File: src/rtl/led_pwm_pkg.sv
// led_pwm_pkg
//   Shared constants, the PWM value type and the tick-divisor helper for the
//   LED PWM palette driver.
//   Optional feature macro: LED_PWM_PHASE_STAGGER_EN (used by the top level).
package led_pwm_pkg;

  localparam int c_pwm_steps      = 256;  // ticks per PWM period
  localparam int c_pwm_phase_step = 64;   // phase offset between adjacent LEDs when staggered

  typedef logic [7:0] t_pwm_value;

  // Clock cycles per PWM tick. Clamped to 1 so a slow clock or a fast PWM
  // rate degenerates to "tick every cycle" rather than a zero divisor.
  function automatic int calc_tick_divisor(input int fclk, input int pwm_freq_hz);
    int q;
    q = fclk / (pwm_freq_hz * c_pwm_steps);
    if (q < 1) q = 1;
    return q;
  endfunction

endpackage

File: src/rtl/clock_enable_divider.sv
// clock_enable_divider
//   Produces a one-cycle clock-enable pulse every par_ce_divisor cycles in
//   which i_ce_mhz is high. With a divisor of 1, o_ce simply follows i_ce_mhz.
// Ports:
//   i_clk     system clock
//   i_srst    asynchronous active-high reset (restarts the division)
//   i_ce_mhz  upstream enable, counted cycles
//   o_ce      divided enable pulse
module clock_enable_divider #(
  parameter int par_ce_divisor = 16
) (
  input  logic i_clk,
  input  logic i_srst,
  input  logic i_ce_mhz,
  output logic o_ce
);

  localparam int c_w = (par_ce_divisor > 1) ? $clog2(par_ce_divisor) : 1;
  localparam logic [c_w-1:0] c_last = c_w'(par_ce_divisor - 1);

  logic [c_w-1:0] cnt_q;
  logic [c_w-1:0] cnt_d;

  // Pulse is decoded from the counter so the first enable after reset lands
  // exactly par_ce_divisor enabled cycles later.
  assign o_ce = i_ce_mhz && (cnt_q == c_last);

  always_comb begin
    cnt_d = cnt_q;
    if (i_ce_mhz) begin
      cnt_d = (cnt_q == c_last) ? '0 : cnt_q + c_w'(1);
    end
  end

  always_ff @(posedge i_clk or posedge i_srst) begin
    if (i_srst) cnt_q <= '0;
    else        cnt_q <= cnt_d;
  end

endmodule

File: src/rtl/led_pwm_palette_driver_channel.sv
// led_pwm_channel
//   One PWM channel: an 8-bit shadow of the palette value, a comparator
//   against the (possibly phase-shifted) period counter, and the output flop.
// Ports:
//   i_clk    system clock
//   i_srst   asynchronous active-high reset
//   i_tick   PWM tick enable
//   i_wrap   tick is the period wrap (counter 255 -> 0)
//   i_phase  counter value this channel compares against after the tick
//   i_value  live palette value, sampled only on the wrap tick
//   o_pwm    PWM output bit
module led_pwm_channel
  import led_pwm_pkg::*;
(
  input  logic       i_clk,
  input  logic       i_srst,
  input  logic       i_tick,
  input  logic       i_wrap,
  input  logic [7:0] i_phase,
  input  logic [7:0] i_value,
  output logic       o_pwm
);

  t_pwm_value shadow_q;
  t_pwm_value shadow_d;
  logic       pwm_q;
  logic       pwm_d;

  always_comb begin
    shadow_d = shadow_q;
    pwm_d    = pwm_q;
    if (i_tick) begin
      if (i_wrap) begin
        // New period: the freshly loaded value decides the first tick, so
        // compare against the input rather than the stale shadow.
        shadow_d = i_value;
        pwm_d    = (i_phase < i_value);
      end else begin
        pwm_d    = (i_phase < shadow_q);
      end
    end
  end

  always_ff @(posedge i_clk or posedge i_srst) begin
    if (i_srst) begin
      shadow_q <= '0;
      pwm_q    <= 1'b0;
    end else begin
      shadow_q <= shadow_d;
      pwm_q    <= pwm_d;
    end
  end

  assign o_pwm = pwm_q;

endmodule

File: src/rtl/led_pwm_palette_driver.sv
// led_pwm_palette_driver
//   Converts per-LED 8-bit palette values into one PWM bit per LED channel.
//   Values are double-buffered and only take effect at a PWM period wrap.
//   Optional feature macro: LED_PWM_PHASE_STAGGER_EN -- LED k of each group
//   compares against (counter + k*64) mod 256 to spread switching edges.
// Ports:
//   i_clk                    system clock
//   i_srst                   asynchronous active-high reset
//   i_color_led_*_value      red/green/blue palette, LED k at [8k+7:8k]
//   i_basic_led_lumin_value  basic LED luminance, same packing
//   o_color_led_*            red/green/blue PWM bit per color LED
//   o_basic_led_lumin        PWM bit per basic LED
module led_pwm_palette_driver
  import led_pwm_pkg::*;
#(
  parameter int parm_color_led_count = 4,
  parameter int parm_basic_led_count = 4,
  parameter int parm_FCLK            = 40_000_000,
  parameter int parm_pwm_freq_hz     = 9_765
) (
  input  logic                              i_clk,
  input  logic                              i_srst,
  input  logic [8*parm_color_led_count-1:0] i_color_led_red_value,
  input  logic [8*parm_color_led_count-1:0] i_color_led_green_value,
  input  logic [8*parm_color_led_count-1:0] i_color_led_blue_value,
  input  logic [8*parm_basic_led_count-1:0] i_basic_led_lumin_value,
  output logic [parm_color_led_count-1:0]   o_color_led_red,
  output logic [parm_color_led_count-1:0]   o_color_led_green,
  output logic [parm_color_led_count-1:0]   o_color_led_blue,
  output logic [parm_basic_led_count-1:0]   o_basic_led_lumin
);

  localparam int c_tick_divisor = calc_tick_divisor(parm_FCLK, parm_pwm_freq_hz);

  logic       s_pwm_ce;
  logic       s_wrap;
  t_pwm_value cnt_q;
  t_pwm_value cnt_d;
  t_pwm_value cnt_next;

  clock_enable_divider #(
    .par_ce_divisor (c_tick_divisor)
  ) u_tick_div (
    .i_clk    (i_clk),
    .i_srst   (i_srst),
    .i_ce_mhz (1'b1),
    .o_ce     (s_pwm_ce)
  );

  // Counter value after this tick; 255 + 1 wraps to 0 naturally.
  assign cnt_next = cnt_q + 8'd1;
  assign s_wrap   = s_pwm_ce && (cnt_q == 8'hFF);

  always_comb begin
    cnt_d = cnt_q;
    if (s_pwm_ce) cnt_d = cnt_next;
  end

  // Reset to 255 so the very first tick after release is a wrap and loads
  // fresh palette values.
  always_ff @(posedge i_clk or posedge i_srst) begin
    if (i_srst) cnt_q <= 8'hFF;
    else        cnt_q <= cnt_d;
  end

  genvar gi;

  generate
    for (gi = 0; gi < parm_color_led_count; gi++) begin : g_color
      logic [7:0] phase;
`ifdef LED_PWM_PHASE_STAGGER_EN
      assign phase = cnt_next + 8'((gi * c_pwm_phase_step) % c_pwm_steps);
`else
      assign phase = cnt_next;
`endif

      led_pwm_channel u_red (
        .i_clk   (i_clk),
        .i_srst  (i_srst),
        .i_tick  (s_pwm_ce),
        .i_wrap  (s_wrap),
        .i_phase (phase),
        .i_value (i_color_led_red_value[8*gi +: 8]),
        .o_pwm   (o_color_led_red[gi])
      );

      led_pwm_channel u_green (
        .i_clk   (i_clk),
        .i_srst  (i_srst),
        .i_tick  (s_pwm_ce),
        .i_wrap  (s_wrap),
        .i_phase (phase),
        .i_value (i_color_led_green_value[8*gi +: 8]),
        .o_pwm   (o_color_led_green[gi])
      );

      led_pwm_channel u_blue (
        .i_clk   (i_clk),
        .i_srst  (i_srst),
        .i_tick  (s_pwm_ce),
        .i_wrap  (s_wrap),
        .i_phase (phase),
        .i_value (i_color_led_blue_value[8*gi +: 8]),
        .o_pwm   (o_color_led_blue[gi])
      );
    end

    for (gi = 0; gi < parm_basic_led_count; gi++) begin : g_basic
      logic [7:0] phase;
`ifdef LED_PWM_PHASE_STAGGER_EN
      assign phase = cnt_next + 8'((gi * c_pwm_phase_step) % c_pwm_steps);
`else
      assign phase = cnt_next;
`endif

      led_pwm_channel u_lumin (
        .i_clk   (i_clk),
        .i_srst  (i_srst),
        .i_tick  (s_pwm_ce),
        .i_wrap  (s_wrap),
        .i_phase (phase),
        .i_value (i_basic_led_lumin_value[8*gi +: 8]),
        .o_pwm   (o_basic_led_lumin[gi])
      );
    end
  endgenerate

endmodule

File: config.mk
export PLATFORM = sky130hd
export DESIGN_NAME = led_pwm_palette_driver
export DESIGN_NICKNAME = d
export VERILOG_FILES = /design/src/rtl/led_pwm_pkg.sv /design/src/rtl/clock_enable_divider.sv /design/src/rtl/led_pwm_palette_driver_channel.sv /design/src/rtl/led_pwm_palette_driver.sv
export SDC_FILE = /design/constraint.sdc
export NUM_CORES = 1
export LEC_CHECK = 0
export ABC_AREA = 1
export CORE_MARGIN = 10
export CORE_UTILIZATION = 44
export CTS_BUF_LIST = sky130_fd_sc_hd__clkbuf_16
export DETAILED_ROUTE_END_ITERATION = 10
export HOLD_SLACK_MARGIN = 0.08
export PLACE_DENSITY = 0.71
export REMOVE_ABC_BUFFERS = 1
export SETUP_SLACK_MARGIN = 0.5
export SYNTH_ARGS = -nofsm -noshare
export SYNTH_HDL_FRONTEND = slang
export SYNTH_SLANG_ARGS = --single-unit
File: constraint.sdc
create_clock -name i_clk -period 8.7 [get_ports i_clk]
set_clock_uncertainty 0.1 [all_clocks]
set_input_delay 2.61 -clock i_clk [delete_from_list [all_inputs] [get_ports i_clk]]
set_output_delay 2.61 -clock i_clk [all_outputs]
set_load 0.1 [all_outputs]
Word level (Yosys, flattened, before mapping)

Index checks and enable logic that the tools add are counted.

$add $sub $neg: 2
Magnitude comparators: 32
Equality and inequality tests: 2
Mux-type cells: 17
Reduce and logical (&&, ||, !) cells: 2

Operators with widths:

| operator                                    | number |
|---|---|
| < comparator 8 bit                          | 32 |
| two-way mux 1 bit                           | 16 |
| adder 8 x 1 -> 8 bit, second input constant | 1 |
| == test 8 bit, second input constant        | 1 |
| adder 4 x 1 -> 4 bit, second input constant | 1 |
| == test 4 bit, second input constant        | 1 |
| two-way mux 4 bit                           | 1 |
| AND reduction 2 bit                         | 1 |
| logical AND 1 bit                           | 1 |

Flip-flop bits (word level): 156
Input port bits: 130
Output and inout bits: 16

Longest topological paths before layout

Gate-level depths: netlist of run 1.

Depth after elaboration: 3
Depth in mapped cells: 15
Mapped depth without buffers: 15

By module

A second synthesis of run 1 with hierarchy kept.

Cell total of the unflattened synthesis: 1671
Area, all modules: 12289.3 sq um

Modules (own cells, without submodules):

| module                 | times used | cells each | area an instance (sq um) | sequential area each (sq um) |
|---|---|---|---|---|
| led_pwm_channel        | 16         | 99         | 725.7                    | 225.2 |
| led_pwm_palette_driver | 1          | 61         | 473.0                    | 210.2 |
| clock_enable_divider   | 1          | 26         | 205.2                    | 100.1 |

Worst setup path after synthesis of run 1

Ideal clock, no wire load.

Kind: register to register
From: register cnt_q[0]
To: register g_basic[0].u_lumin.pwm_q
Setup time: 66 ps
Arrival: 3469 ps
Data required time: 8534 ps
Path slack: 5065 ps
Stages on the path, launching flop included: 15
Path buffers: 1
Period minus slack after synthesis: 3635 ps
Path through: dfstp_2 -> buf_2 -> nand3_1 -> nor3_1 -> nand2_1 -> xnor2_1 -> ha_1 -> nand2_1 -> o21bai_1 -> nand2_1 -> nor2_1 -> nand2_1 -> nand2_1 -> nand2_1 -> nand2_1

Cells in the longest elaborated chain, start to end: 3
Elaborated cells on any way between the ends: 6
Those cells by class: add/sub (1); order compare (2); eq/ne (1); mux (1); reduce/logical (1)

RTL lines:

| element                                      | line                                                                       | source |
|---|---|---|
| from (decl)                                  | led_pwm_palette_driver.sv:37                                               | `t_pwm_value cnt_q;` |
| from (signal assigned)                       | led_pwm_palette_driver.sv:63                                               | `else cnt_q <= cnt_d;` |
| adder 8 x 1 -> 8 bit *                       | led_pwm_palette_driver.sv:51                                               | `assign cnt_next = cnt_q + 8'd1;` |
| named net cnt_next[7]                        | led_pwm_palette_driver.sv:39                                               | `t_pwm_value cnt_next;` |
| < comparator 8 bit, on equally long branches | led_pwm_palette_driver_channel.sv:39, led_pwm_palette_driver_channel.sv:37 |  |
| two-way mux 1 bit *                          | led_pwm_palette_driver_channel.sv:33                                       | `if (i_wrap) begin` |
| to (signal assigned)                         | led_pwm_palette_driver_channel.sv:50                                       | `pwm_q <= pwm_d;` |
| to (decl)                                    | led_pwm_palette_driver_channel.sv:26                                       | `logic pwm_q;` |

The timed path passes the listed nets; every way through them passes the cells marked *.
A chain may end at the register's enable or synchronous reset.

Worst setup path in the final report of run 1

From: register g_color[2].u_blue.pwm_q
To: output o_color_led_blue[2]

RTL lines:

| element                | line                                 | source |
|---|---|---|
| from (decl)            | led_pwm_palette_driver_channel.sv:26 |  |
| from (signal assigned) | led_pwm_palette_driver_channel.sv:50 |  |
| to (decl)              | led_pwm_palette_driver.sv:29         | `output logic [parm_color_led_count-1:0] o_color_led_blue,` |

No word-level cell between the ends.

==> results of run 1 <==
## layout make-up
cell class	count	share of cell area (%)
Multi-Input combinational cell	1117	46.9
Sequential cell	156	27.2
Timing Repair Buffer	156	10.7
Inverter	312	8.17
Tap cell	372	3.23
Clock buffer	17	2.96
Clock inverter	13	0.895
Antenna cell	1	0.0174
## path summary, 6_finish.rpt
kind,slack (ns),to,start
max in group asynchronous,4.45,g_color[2].u_blue.shadow_q[5]$_DFFE_PP0P_,i_srst
worst min register to register,0.37,g_color[0].u_red.shadow_q[0]$_DFFE_PP0P_,g_color[0].u_red.shadow_q[0]$_DFFE_PP0P_
min in group asynchronous,2.67,g_basic[0].u_lumin.shadow_q[0]$_DFFE_PP0P_,i_srst
worst max register to register,4.42,g_color[0].u_green.o_pwm$_DFFE_PP0P_,cnt_q[0]$_DFFE_PP1P_
worst max-delay path,4.01,o_color_led_blue[2],g_color[2].u_blue.o_pwm$_DFFE_PP0P_
worst min-delay path,0.37,g_color[0].u_red.shadow_q[0]$_DFFE_PP0P_,g_color[0].u_red.shadow_q[0]$_DFFE_PP0P_
## state kept, by name, indices dropped and copies added, names as in the netlist
name	cells
g_basic.u_lumin.shadow_q	32
g_color.u_blue.shadow_q	32
g_color.u_green.shadow_q	32
g_color.u_red.shadow_q	32
cnt_q	8
g_basic.u_lumin.o_pwm	4
g_color.u_blue.o_pwm	4
g_color.u_green.o_pwm	4
g_color.u_red.o_pwm	4
u_tick_div.cnt_q	4
## synth_stat cells
library cell / instances
a21oi_1: 81
buf_12: 1
buf_2: 20
buf_4: 19
buf_6: 2
buf_8: 8
clkbuf_1: 5
dfrtp_1: 148
dfstp_2: 8
ha_1: 226
inv_1: 312
nand2_1: 565
nand2_2: 12
nand3_1: 19
nand3_2: 1
nor2_1: 53
nor2_4: 2
nor3_1: 1
o21a_1: 16
o21ai_0: 25
o21ai_1: 82
o21ai_2: 10
o21bai_1: 15
or2_2: 1
xnor2_1: 2
xor2_1: 6
## metrics by stage
step,util [%],hold WS [ns]
floorplan,-,0.342
global placement,51.1,0.353
detailed placement,51.1,0.359
CTS,53.1,0.374
global route,53.1,0.393
finish,53.1,0.372
## metal layers
| metal | up-vias | wire length [µm] | share of wire (%) | track usage (%) |
|---|---|---|---|---|
| met1 | 4645 | 14000 | 47 | 22.0 |
| met2 | 183 | 14500 | 48 | 30.2 |
| met3 | 20 | 1130 | 3.8 | 3.26 |
| met5 | - | 0 | 0 | 0 |
| li1 | 5321 | - | - | - |
| met4 | 0 | 265 | 0.89 | 3.38 |
## cell families after synthesis
logic type                 share of synthesized area, %
buffers and inverters                              13.1
AOI/OAI and AO/OA                                  10.3
xor gates and xnor gates                          0.574
and+or+nand+nor                                    20.8
adders and majority gates                          23.2
DFF                                                32.1
## cells in the final DEF, fill, tap and decap left out, types with 2 or more instances in the layout
cell	n
nand3_1	19
clkinv_2	2
o21ai_2	10
o21a_1	16
nand2_2	12
dfstp_2	8
o21ai_0	25
inv_6	3
o21ai_1	82
nor2_1	52
o21bai_1	15
clkinvlp_4	4
dfrtp_1	148
xor2_4	2
clkbuf_16	17
inv_2	2
a21oi_1	81
nand2_1	565
clkdlybuf4s50_1	145
xor2_1	4
buf_4	11
ha_1	225
nor2_4	3
bufinv_16	2
inv_1	311
## power by group through the flow
stage / registers (mW) / clock network, mW / logic (mW)
after floorplan: 0.739 / 0 / 0.0535
after CTS: 0.725 / 0.739 / 0.141
after global routing: 0.725 / 0.772 / 0.158
after detailed placement: 0.739 / 0 / 0.140
after global placement: 0.739 / 0 / 0.136
final: 0.726 / 0.722 / 0.139
==> qor.txt, run 1 <==
Ys Warns: 0
max_slew headroom: 29.0%
ratio of cells with drive above 1 in the final layout: 4.52%
worst setup margin: 4.01 ns
post-route setup TNS: 0 ns
pre-CTS setup slack: 3.90 ns
vias in the first global route: 10320
cell area after layout: 14400 µm²
area grow syn2layout: 18.0%
TritonCTS clock tree: done
Tcrit/Tclk final: 53.9%
Crit-path slowest cell: clkdlybuf4s50_1
syn avg cell area: 7.44 µm²
I/O pin count: 146
P_leak: 8.53 nW
GRT Total Usage: 17.4%
Post-CTS Resized: 0
Internal: 1.21 mW
Storage cell area: 3910 µm²
CP max FO: 2
VDD IR max: 106 µV
Combinational Power Share: 8.7%
Pwr Density: 110 nW/µm²
count of cell types in the netlist: 26
Yosys reg bits: 156
TritonCTS Buffers: 17
Crit Path Class: reg2out
Core Area: 27100 µm²
CP top delay family: buffers and inverters
Clock Tree Buf Depth: 2
Max Slew Vio Count: 0
final-report hold violation count: 0
top cell type's share of synthesized area: 30.4%
Mapped Cells: 1640
top cells by area, synth: dfrtp_1 (30%), ha_1 (23%), nand2_1 (17%), inv_1 (9.6%), o21ai_1 (3.4%)
max_cap viols: 0
CP required: 5.99 ns
endpoints failing setup: 0
clock share of power: 45.5%
Fmax: 213 MHz
drt total wl: 29800 µm
DIE WIDTH: 187 µm
drt wl/cell: 13.9 µm
Initial Utilization: 45.0%
Mapped Area: 12200 µm²
grt total ovfl: 0
Hold Path Depth: 2
CP Launch Type: flop
Post-DRT Antenna Nets: 0
max incr delay on CP: 1.16 ns
Worst path depth: 1
clock-pin slew on the worst setup and hold paths: 0.06 ns
antenna violations before repair: 1
sequential power share: 45.7%
pin count of the biggest net entering global routing: 104
IO buf count: 145
initial drt markers: 598
GP Congestion: 0.797
Crit. End Element: output pin
Die H: 187 µm
CTS Hold Buffers Added: 0
dpl cell area: 13800 µm²
final cell count without fillers: 2144
outcome: finished clean
sequential-to-total area share from yosys stat: 32.1%
Die ar.: 34800 µm²
HP Class: reg2reg
post-DR vias/cell: 4.74
DR pass1 iterations: 5
area of the multi-input gates: 6750 µm²
# fillers: 2639
H-Tree Depth: 4
Psw: 371 µW
HPWL Detailed: 20600 µm
Final #Nets: 2116
first-pass GRT wire length: 50300 µm
Sw Ratio: 23.4%
Vias: 10169
Worst-Margin Slew: 1.06 ns
clk sink count: 156
Post-route DRC: 0
CTS Root Buffer Type: clkbuf_16
CP Buf/Inv Count: 1
CP Cell Sequence: clkdlybuf4s50_1
placed cell count: 2113
CP arrival: 1.98 ns
leading area contributor after synthesis: dfrtp_1
RSZ-0062 raised after global routing: false
post-layout min period: 4.69 ns
total setup buffers inserted after CTS: 0
Skew-Pair Late Insertion Delay: 0.42 ns
Power, Total: 1.59 mW
Rows: 60
Reg2Reg Depth: 14
No activity file was read; power rests on OpenSTA's default activity.
==> run 2: changes to the inputs <==
Settings changed: PLACE_DENSITY 0.71 to 0.74.
Clock period 8.7 ns to 3.9 ns, I/O delays scaled along.
==> run 2 against run 1 <==
  * Non-clock buffer count rose by 7
  * Power rose by 120%
  * Clock-buffer cell count did not move
  * Die area did not move
  * Combinational power rose by 130%
  * Critical path type is now reg2reg
  * Clock power rose by 110%
  * Via count rose by 1.3%
==> qor.txt, run 2 (synthesized netlist as in run 1, its figures left out) <==
dpl cell area: 13900 µm²
Initial Utilization: 45.0%
final cell count without fillers: 2151
worst hold slack: 0.371 ns
leading cell type in the layout, fill and taps excluded: nand2_1
TritonCTS clock tree: done
I/O pin count: 146
CP arrival: 3.29 ns
total setup buffers inserted after CTS: 0
Post-DRT Antenna Nets: 0
pre-CTS setup slack: 0.717 ns
cell area after layout: 14500 µm²
CP required: 4.16 ns
DR pass1 iterations: 5
Pwr Density: 241 nW/µm²
HP Class: reg2reg
outcome: finished clean
H-Tree Depth: 4
vias in the first global route: 10519
grt total ovfl: 0
GRT Total Usage: 17.6%
HPWL Detailed: 21600 µm
fin util: 53.4%
reg2reg start: cnt_q[1]$_DFFE_PP1P_
r2r setup slk: 0.87 ns
drt total wl: 30000 µm
most frequent cells in the layout: nand2_1 (565), inv_1 (311), ha_1 (225), dfrtp_1 (148), clkdlybuf4s50_1 (129)
Internal: 2.65 mW
FF-to-FF End: g_basic[1].u_lumin.o_pwm$_DFFE_PP0P_
placed cell count: 2120
endpoints failing setup: 0
CTS Hold Buffers Added: 0
Hold EP: g_basic[1].u_lumin.shadow_q[0]$_DFFE_PP0P_
Power, Total: 3.49 mW
Combinational Power Share: 9.1%
Psw: 836 µW
sequential power share: 46.4%
post-route setup TNS: 0 ns
worst setup margin: 0.866 ns
Fmax: 330 MHz
pin count of the biggest net entering global routing: 76
CP max FO: 32
Reg2Reg Depth: 15
Post-CTS Resized: 0
Rows: 60
Post-route DRC: 0
drt wl/cell: 14.0 µm
antenna violations before repair: 0
Die H: 187 µm
Sw Ratio: 24.0%
clk sink count: 156
Core Area: 27100 µm²
VDD IR max: 243 µV
max_slew headroom: 38.4%
Hold Path Depth: 2
Die ar.: 34800 µm²
final-report hold violation count: 0
CTS Root Buffer Type: clkbuf_16
startpoint of the worst hold path: g_basic[1].u_lumin.shadow_q[0]$_DFFE_PP0P_
CP Launch Type: flop
initial drt markers: 544
first-pass GRT wire length: 51000 µm
clock-pin slew on the worst setup and hold paths: 0.07 ns
post-DR vias/cell: 4.79
max_cap viols: 0
Max Slew Vio Count: 0
post-layout min period: 3.03 ns
Clock Tree Buf Depth: 2
Tcrit/Tclk final: 77.8%
TritonCTS Buffers: 17
Crit. End Element: flop
Worst-Margin Slew: 0.923 ns
Vias: 10306
RSZ-0062 raised after global routing: false
GP Congestion: 0.832
clock share of power: 44.5%
DIE WIDTH: 187 µm
IO buf count: 145
P_leak: 8.57 nW
ratio of cells with drive above 1 in the final layout: 5.85%
Skew-Pair Late Insertion Delay: 0.41 ns
Crit Path Class: reg2reg
Final #Nets: 2123
n_diodes: 0
area grow syn2layout: 18.5%
## run 2: changes by cell type in the layout (fill, tap and decap cells not counted), sizes merged
cell           previous run  this run
clkinv                    3         6
diode                     1         0
buf                      11        34
bufinv                    2         1
inv                     316       315
clkdlybuf4s50           145       129
## run 2: worst max path at each step
stage	startpoint	end	slack [ns]	depth (start not counted)
after floorplan	cnt_q[0]$_DFFE_PP1P_	g_basic[0].u_lumin.shadow_q[0]$_DFFE_PP0P_	-1.81	8
final	cnt_q[1]$_DFFE_PP1P_	g_basic[1].u_lumin.o_pwm$_DFFE_PP0P_	0.87	15
after CTS	cnt_q[0]$_DFFE_PP1P_	g_color[2].u_red.o_pwm$_DFFE_PP0P_	0.70	15
after detailed placement	cnt_q[0]$_DFFE_PP1P_	g_color[2].u_red.o_pwm$_DFFE_PP0P_	0.72	15
after global routing	cnt_q[0]$_DFFE_PP1P_	g_basic[3].u_lumin.o_pwm$_DFFE_PP0P_	0.60	16
after global placement	cnt_q[0]$_DFFE_PP1P_	g_color[0].u_blue.o_pwm$_DFFE_PP0P_	0.83	15
## run 2: routing by layer
layer	GRT usage, %	wire length, µm
met1	22.4	14200
met2	30.3	14500
met3	3.18	917
met4	4.06	393
met5	0	0
## run 2: cell type report
class / count / area (µm²)
fill: 2548 / 12600
multi-input combinational: 1117 / 6750
sequential: 156 / 3910
timing repair buffer: 163 / 1620
inverter: 312 / 1180
tap: 372 / 465
clock buffer: 17 / 425
clock inverter: 14 / 108
## run 2: power groups by stage
stage / Sequential [mW] / Combinational, mW / Clock, mW
after floorplan: 1.65 / 0.119 / 0
after global placement: 1.65 / 0.311 / 0
after detailed placement: 1.65 / 0.319 / 0
after CTS: 1.62 / 0.321 / 1.59
after global routing: 1.62 / 0.359 / 1.68
final: 1.62 / 0.316 / 1.55
## run 2: worst max-delay path, cell delays in order, from the launching register on
cell and delay, ns:
dfstp_2 0.55, ha_2 0.24, nand2_2 0.08, nor2_4 0.12, nand3_1 0.10, xor2_1 0.17
inv_2 0.66, ha_1 0.38, nand2_1 0.07, o21bai_1 0.10, nand2_1 0.06, nor2_1 0.08
nand2_1 0.07, nand2_1 0.06, nand2_1 0.04, nand2_1 0.07
